===== src/rtl/washing_machine_ctrl_if.sv =====
// Signal bundle between the wash-cycle controller and the appliance it drives:
// operator/sensor inputs toward the controller, valve/motor/status outputs back.
interface washing_machine_ctrl_if #(
  parameter int RC_W = 2
);
  logic            power;
  logic            door;
  logic            start;
  logic [1:0]      mode;
  logic [RC_W-1:0] rinse_count;
  logic            level_full;
  logic [1:0]      water;
  logic [1:0]      motor;
  logic [3:0]      state;
  logic            door_lock;
  logic            paused;
  logic            done;
  logic            fault;

  // start is a single-cycle request with no ready back: it is taken only while state
  // reads IDLE and door is 0; acceptance shows as state reading WASH_FILL one cycle later.
  modport master (
    output power, door, start, mode, rinse_count, level_full,
    input  water, motor, state, door_lock, paused, done, fault
  );

  modport slave (
    input  power, door, start, mode, rinse_count, level_full,
    output water, motor, state, door_lock, paused, done, fault
  );
endinterface


===== src/rtl/washing_machine_ctrl.sv =====
// Programmable wash-cycle controller: timed fill/agitate/spin phases, N rinses,
// door pause/resume with spin lock, and a fill-timeout fault. All outputs registered.
module washing_machine_ctrl #(
  parameter int TIMER_W       = 16,
  parameter int AGITATE_TICKS = 100,
  parameter int SPIN_TICKS    = 50,
  parameter int FILL_TIMEOUT  = 200,
  parameter int RC_W          = 2
) (
  input  logic                  clkorig,
  input  logic                  rst,
  washing_machine_ctrl_if.slave bus
);

  typedef enum logic [3:0] {
    ST_OFF           = 4'd0,
    ST_IDLE          = 4'd1,
    ST_WASH_FILL     = 4'd2,
    ST_WASH_AGITATE  = 4'd3,
    ST_WASH_SPIN     = 4'd4,
    ST_RINSE_FILL    = 4'd5,
    ST_RINSE_AGITATE = 4'd6,
    ST_RINSE_SPIN    = 4'd7,
    ST_PAUSE         = 4'd8,
    ST_DONE          = 4'd9,
    ST_FAULT         = 4'd10
  } state_e;

  // A phase ends on the cycle its timer shows TICKS-1, so it occupies exactly TICKS cycles.
  localparam logic [TIMER_W-1:0] AGITATE_LAST = TIMER_W'(AGITATE_TICKS - 1);
  localparam logic [TIMER_W-1:0] SPIN_LAST    = TIMER_W'(SPIN_TICKS - 1);
  localparam logic [TIMER_W-1:0] FILL_LAST    = TIMER_W'(FILL_TIMEOUT - 1);

  state_e             state_q, state_d;
  state_e             saved_q, saved_d;
  logic [TIMER_W-1:0] timer_q, timer_d;
  logic [RC_W-1:0]    rinse_q, rinse_d;
  logic [RC_W-1:0]    count_q, count_d;
  logic [RC_W-1:0]    rinse_inc;
  logic [1:0]         mode_q, mode_d;
  logic [1:0]         water_q, water_d;
  logic [1:0]         motor_q, motor_d;
  logic               lock_q, lock_d;
  logic               paused_q, paused_d;
  logic               done_q, done_d;
  logic               fault_q, fault_d;

  function automatic logic can_pause(input state_e s);
    logic r;
    r = (s == ST_WASH_FILL) || (s == ST_WASH_AGITATE) ||
        (s == ST_RINSE_FILL) || (s == ST_RINSE_AGITATE);
    return r;
  endfunction

  function automatic logic [1:0] wash_water(input logic [1:0] m);
    logic [1:0] w;
    case (m)
      2'd0:    w = 2'b11;
      2'd1:    w = 2'b10;
      default: w = 2'b01;
    endcase
    return w;
  endfunction

  assign rinse_inc = rinse_q + 1'b1;

  always_comb begin
    state_d = state_q;
    saved_d = saved_q;
    timer_d = timer_q;
    rinse_d = rinse_q;
    count_d = count_q;
    mode_d  = mode_q;
    if (!bus.power) begin
      state_d = ST_OFF;
      saved_d = ST_OFF;
      timer_d = '0;
      rinse_d = '0;
    end else if (state_q == ST_FAULT) begin
      state_d = ST_FAULT;
    end else if (bus.door && can_pause(state_q)) begin
      // Timer is frozen here; on resume the phase continues from the same count.
      state_d = ST_PAUSE;
      saved_d = state_q;
    end else begin
      case (state_q)
        ST_OFF: state_d = ST_IDLE;
        ST_IDLE: begin
          if (bus.start && !bus.door) begin
            state_d = ST_WASH_FILL;
            mode_d  = bus.mode;
            count_d = bus.rinse_count;
            rinse_d = '0;
            timer_d = '0;
          end
        end
        ST_WASH_FILL, ST_RINSE_FILL: begin
          if (bus.level_full) begin
            if (state_q == ST_WASH_FILL) state_d = ST_WASH_AGITATE;
            else                         state_d = ST_RINSE_AGITATE;
            timer_d = '0;
          end else if (timer_q == FILL_LAST) begin
            state_d = ST_FAULT;
            timer_d = '0;
          end else begin
            timer_d = timer_q + 1'b1;
          end
        end
        ST_WASH_AGITATE, ST_RINSE_AGITATE: begin
          if (timer_q == AGITATE_LAST) begin
            if (state_q == ST_WASH_AGITATE) state_d = ST_WASH_SPIN;
            else                            state_d = ST_RINSE_SPIN;
            timer_d = '0;
          end else begin
            timer_d = timer_q + 1'b1;
          end
        end
        ST_WASH_SPIN: begin
          if (timer_q == SPIN_LAST) begin
            if (count_q == '0) state_d = ST_DONE;
            else               state_d = ST_RINSE_FILL;
            timer_d = '0;
          end else begin
            timer_d = timer_q + 1'b1;
          end
        end
        ST_RINSE_SPIN: begin
          if (timer_q == SPIN_LAST) begin
            rinse_d = rinse_inc;
            if (rinse_inc == count_q) state_d = ST_DONE;
            else                      state_d = ST_RINSE_FILL;
            timer_d = '0;
          end else begin
            timer_d = timer_q + 1'b1;
          end
        end
        ST_PAUSE: begin
          if (!bus.door) state_d = saved_q;
        end
        ST_DONE: begin
          state_d = ST_IDLE;
          rinse_d = '0;
        end
        default: state_d = ST_OFF;
      endcase
    end
  end

  // Outputs are decoded from the next state so they change on the same edge as state.
  always_comb begin
    water_d  = 2'b00;
    motor_d  = 2'b00;
    lock_d   = 1'b0;
    paused_d = 1'b0;
    done_d   = 1'b0;
    fault_d  = 1'b0;
    case (state_d)
      ST_WASH_FILL:     water_d = wash_water(mode_d);
      ST_WASH_AGITATE: begin
        water_d = wash_water(mode_d);
        motor_d = 2'b01;
      end
      ST_WASH_SPIN: begin
        motor_d = 2'b10;
        lock_d  = 1'b1;
      end
      ST_RINSE_FILL:    water_d = 2'b01;
      ST_RINSE_AGITATE: begin
        water_d = 2'b01;
        motor_d = 2'b01;
      end
      ST_RINSE_SPIN: begin
        motor_d = 2'b10;
        lock_d  = 1'b1;
      end
      ST_PAUSE:         paused_d = 1'b1;
      ST_DONE:          done_d   = 1'b1;
      ST_FAULT:         fault_d  = 1'b1;
      default:          ;
    endcase
  end

  always_ff @(posedge clkorig) begin
    if (rst) begin
      state_q  <= ST_OFF;
      saved_q  <= ST_OFF;
      timer_q  <= '0;
      rinse_q  <= '0;
      count_q  <= '0;
      mode_q   <= 2'b00;
      water_q  <= 2'b00;
      motor_q  <= 2'b00;
      lock_q   <= 1'b0;
      paused_q <= 1'b0;
      done_q   <= 1'b0;
      fault_q  <= 1'b0;
    end else begin
      state_q  <= state_d;
      saved_q  <= saved_d;
      timer_q  <= timer_d;
      rinse_q  <= rinse_d;
      count_q  <= count_d;
      mode_q   <= mode_d;
      water_q  <= water_d;
      motor_q  <= motor_d;
      lock_q   <= lock_d;
      paused_q <= paused_d;
      done_q   <= done_d;
      fault_q  <= fault_d;
    end
  end

  assign bus.state     = state_q;
  assign bus.water     = water_q;
  assign bus.motor     = motor_q;
  assign bus.door_lock = lock_q;
  assign bus.paused    = paused_q;
  assign bus.done      = done_q;
  assign bus.fault     = fault_q;

endmodule


===== src/flat_wrapper.sv =====
// flat-port wrapper written by rule: the top's interface ports become plain ports
module washing_machine_ctrl_flat 
#(
  parameter int TIMER_W       = 16,
  parameter int AGITATE_TICKS = 100,
  parameter int SPIN_TICKS    = 50,
  parameter int FILL_TIMEOUT  = 200,
  parameter int RC_W          = 2
)
  (clkorig, rst, bus_power, bus_door, bus_start, bus_mode, bus_rinse_count, bus_level_full, bus_water, bus_motor, bus_state, bus_door_lock, bus_paused, bus_done, bus_fault);
  washing_machine_ctrl_if #(.RC_W(RC_W)) bus_i ();
  input  logic clkorig;
  input  logic rst;
  input wire logic [$bits(bus_i.power)-1:0] bus_power;
  input wire logic [$bits(bus_i.door)-1:0] bus_door;
  input wire logic [$bits(bus_i.start)-1:0] bus_start;
  input wire logic [$bits(bus_i.mode)-1:0] bus_mode;
  input wire logic [$bits(bus_i.rinse_count)-1:0] bus_rinse_count;
  input wire logic [$bits(bus_i.level_full)-1:0] bus_level_full;
  output wire logic [$bits(bus_i.water)-1:0] bus_water;
  output wire logic [$bits(bus_i.motor)-1:0] bus_motor;
  output wire logic [$bits(bus_i.state)-1:0] bus_state;
  output wire logic [$bits(bus_i.door_lock)-1:0] bus_door_lock;
  output wire logic [$bits(bus_i.paused)-1:0] bus_paused;
  output wire logic [$bits(bus_i.done)-1:0] bus_done;
  output wire logic [$bits(bus_i.fault)-1:0] bus_fault;
  assign bus_i.power = bus_power;
  assign bus_i.door = bus_door;
  assign bus_i.start = bus_start;
  assign bus_i.mode = bus_mode;
  assign bus_i.rinse_count = bus_rinse_count;
  assign bus_i.level_full = bus_level_full;
  assign bus_water = bus_i.water;
  assign bus_motor = bus_i.motor;
  assign bus_state = bus_i.state;
  assign bus_door_lock = bus_i.door_lock;
  assign bus_paused = bus_i.paused;
  assign bus_done = bus_i.done;
  assign bus_fault = bus_i.fault;
  washing_machine_ctrl #(.TIMER_W(TIMER_W), .AGITATE_TICKS(AGITATE_TICKS), .SPIN_TICKS(SPIN_TICKS), .FILL_TIMEOUT(FILL_TIMEOUT), .RC_W(RC_W)) u_core (.clkorig(clkorig), .rst(rst), .bus(bus_i));
endmodule

===== config.mk =====
export PLATFORM = sky130hd
export DESIGN_NAME = washing_machine_ctrl_flat
export DESIGN_NICKNAME = d
export VERILOG_FILES = /design/src/rtl/washing_machine_ctrl_if.sv /design/src/rtl/washing_machine_ctrl.sv /design/src/flat_wrapper.sv
export SDC_FILE = /design/constraint.sdc
export NUM_CORES = 1
export LEC_CHECK = 0
export BUFFER_PORTS_ARGS = -buffer_cell sky130_fd_sc_hd__buf_2
export CORE_ASPECT_RATIO = 1.25
export CORE_MARGIN = 4
export CORE_UTILIZATION = 45
export DETAILED_ROUTE_END_ITERATION = 8
export PLACE_DENSITY = 0.75
export SLEW_MARGIN = 20
export SYNTH_ARGS = -nofsm -noshare
export SYNTH_HDL_FRONTEND = slang
export SYNTH_SLANG_ARGS = --single-unit

===== constraint.sdc =====
create_clock -name clkorig -period 5.7 [get_ports clkorig]
set_clock_uncertainty 0.15 [all_clocks]
set_input_delay 0.285 -clock clkorig [delete_from_list [all_inputs] [get_ports clkorig]]
set_output_delay 0.285 -clock clkorig [all_outputs]
set_load 0.02 [all_outputs]

==> results_dict.tcl <==
set metrics [dict create \
    run_status "finished clean" \
    track_usage 0.177 \
    cts_root_buf "clkbuf_8" \
    core_sq_um 4830 \
    final-hold-violation-count 0 \
    hp-class "in2reg" \
    cellPowerDensity_nw_per_um2 228 \
    cts.path.max_buffers 2 \
    slew_headroom 0.414 \
    critPathLaunch "u_core.bus.state[2]" \
    ys_seq_area_frac 0.331 \
    final.min_clock_period_ns 2.96 \
    netlist_instances 276 \
    boundaryPins 22 \
    synth_top_area_share 0.331 \
    p_leak_nw 1.02 \
    wl_microns 5100 \
    reg2reg_setup_slack_ns 2.74 \
    clk_pin_slew_ns 0.08 \
    synth_top_area_cell "dfxtp_1" \
    start_util 0.476 \
    grt_pass1_wl_microns 8800 \
    worst_slew_pin_slew_ns 0.878 \
    rr_startpoint "u_core.bus.state[2]" \
    layout-drive-gt1-share 0.170 \
    final_cells 349 \
    wire_per_inst_microns 14.6 \
    synth_edf_count 0 \
    dr.pass1.iters 6 \
    path_max_fanout 23 \
    postSynthAreaPerCell_sq_um 8.33 \
    final_antenna_net_count 0 \
    drv_cap 0 \
    setup_viol 0 \
    stdcell_area_sq_um 2540 \
    drt_iter0_markers 153 \
    grt_max_degree 28 \
    dp.cells 341 \
    syn_nets 288 \
    antenna_found_initial 0 \
    post-route-drc-count 0 \
    htreeDepth 2 \
    cp.required_ns 5.73 \
    ys_warn_count 0 \
    final_nets 300 \
    die_x_microns 71.9 \
    antennaDiodeCount 0 \
    ys_ff_latch 38 \
    clock_latency_ns 0.30 \
    io_buffers 21 \
    async_flop_share 0 \
    cts_sinks 38 \
    criticalPathCategory "reg2reg" \
    r2r_end "u_core.bus.motor[0]" \
    fin_setup_tns_ns 0 \
    synth_area_leaders "dfxtp_1, nor2_1, xor2_1" \
    finish.utilization 0.526 \
    vdd_drop_max_mv 0.145 \
    grt_pass1_vias 1916 \
    gp_congestion 0.872 \
    numCtsBuffers 5 \
    finalCritPeriodShare 0.519 \
    die_area_sq_um 6330 \
    cts_tree "yes" \
    vias 2017 \
    placementRows 28 \
    crit_end "u_core.bus.motor[0]" \
    yosysMostFrequentCell "nor2_1" \
    arrival_ns 2.99 \
    viasPerCell 5.78 \
    max_freq_mhz 338 \
    die_h_microns 87.9 \
    worstSetupStartpointType "flop" \
    cts_hold_buffers 0 \
    post_dp_cell_area_sq_um 2410 \
    cp-end-kind "flop" \
    overflow 0 \
    ctsResizeCount 0 \
    drv_slew 0 \
    synth_common_cells "nor2_1, dfxtp_1, nand2_1, nand3_1, xor2_1" \
    ys.flop_type "dfxtp_1" \
    rsz0062_at_grt "no" \
    power.total_mw 0.580 \
    area_delta_synth_final_pct 10.6 \
    ys_types 65 \
    post-dp-hpwl_microns 3790 \
    postCtsSetupBuffers 0 \
    syn-cell-area_sq_um 2300 \
    ff2ff_path_depth 7 \
]
per-stage QoR:
stage	hold slack [ns]	setup WS, ns
after floorplan	0.279	3.46
after global placement	0.319	2.90
after detailed placement	0.332	2.79
after CTS	0.0728	2.78
after global routing	0.0924	2.48
final	0.0755	2.74
registers in the layout, summed over array words and instances (netlist names):
| register | cells |
|---|---|
| u_core.bus.door_lock | 1 |
| u_core.bus.state | 4 |
| u_core.mode_q | 2 |
| u_core.bus.done | 1 |
| u_core.bus.motor | 2 |
| u_core.bus.paused | 1 |
| u_core.rinse_q | 2 |
| u_core.count_q | 2 |
| u_core.bus.water | 2 |
| u_core.saved_q | 4 |
| u_core.timer_q | 16 |
| u_core.bus.fault | 1 |
layer usage:
layer / global-route usage / up-vias / routed length, microns
met2: 0.315 / 41 / 2670
met3: 0.0517 / 7 / 238
met5: 0 / - / 0
li1: - / 1003 / -
met1: 0.200 / 966 / 2120
met4: 0.0598 / 0 / 68
cell type report:
type	count	area, sq um
fill	472	2290
tap	60	75.1
clock inverter	3	68.8
inverter	3	11.3
multi-input combinational	219	1450
timing repair buffer	21	105
clock buffer	5	68.8
sequential	38	761
cell families after synthesis:
logic type                 after synthesis  synth area share
and+or+nand+nor                        141             0.353
AOI/OAI and AO/OA                       48             0.156
DFF                                     38             0.331
buffers and inverters                   19            0.0370
xor gates and xnor gates                17            0.0647
muxes                                   11            0.0479
adders and majority gates                2            0.0109
report_power, final:
part	total, mW	leakage [nW]	switching (mW)	internal [mW]
clock network	0.277	0.0683	0.102	0.175
logic	0.0324	0.643	0.0200	0.0124
registers	0.271	0.306	0.00432	0.267
critical path, cell delays in order (launching register included):
cell and delay [ns]:
dfxtp_1 0.78, nor2b_1 0.67, nand3_1 0.28, o31ai_1 0.32, a31oi_1 0.13, a31o_2 0.29, nand3_1 0.13, o22ai_1 0.09
worst min path at each step:
stage                             from                 to  slack [ns]  depth (start not counted)
finish              bus_rinse_count[0]  u_core.count_q[0]        0.08                          3
global route        bus_rinse_count[0]  u_core.count_q[0]        0.09                          3
CTS                 bus_rinse_count[0]  u_core.count_q[0]        0.07                          3
detailed placement   u_core.saved_q[3]  u_core.saved_q[3]        0.33                          1
global placement     u_core.saved_q[3]  u_core.saved_q[3]        0.32                          1
floorplan           bus_rinse_count[0]  u_core.count_q[0]        0.28                          2
layout by cell type (no fill, tap or decap), types with 3 or more instances in the layout:
cell	Yosys	layout
clkbuf_8	0	5
nor2b_1	12	12
xnor2_1	3	3
and2_1	4	4
a21oi_1	9	9
nor4_1	3	3
o21ai_0	9	9
dfxtp_1	38	38
nand3_1	14	14
o22ai_1	4	4
nand4_1	9	9
nor2_1	40	40
nand2b_1	10	10
o21a_1	3	3
and4_1	3	3
nand2_1	18	18
mux2i_1	11	11
xor2_1	14	14
and3_1	4	4
buf_2	5	21
No activity file was read; power rests on OpenSTA's default activity.
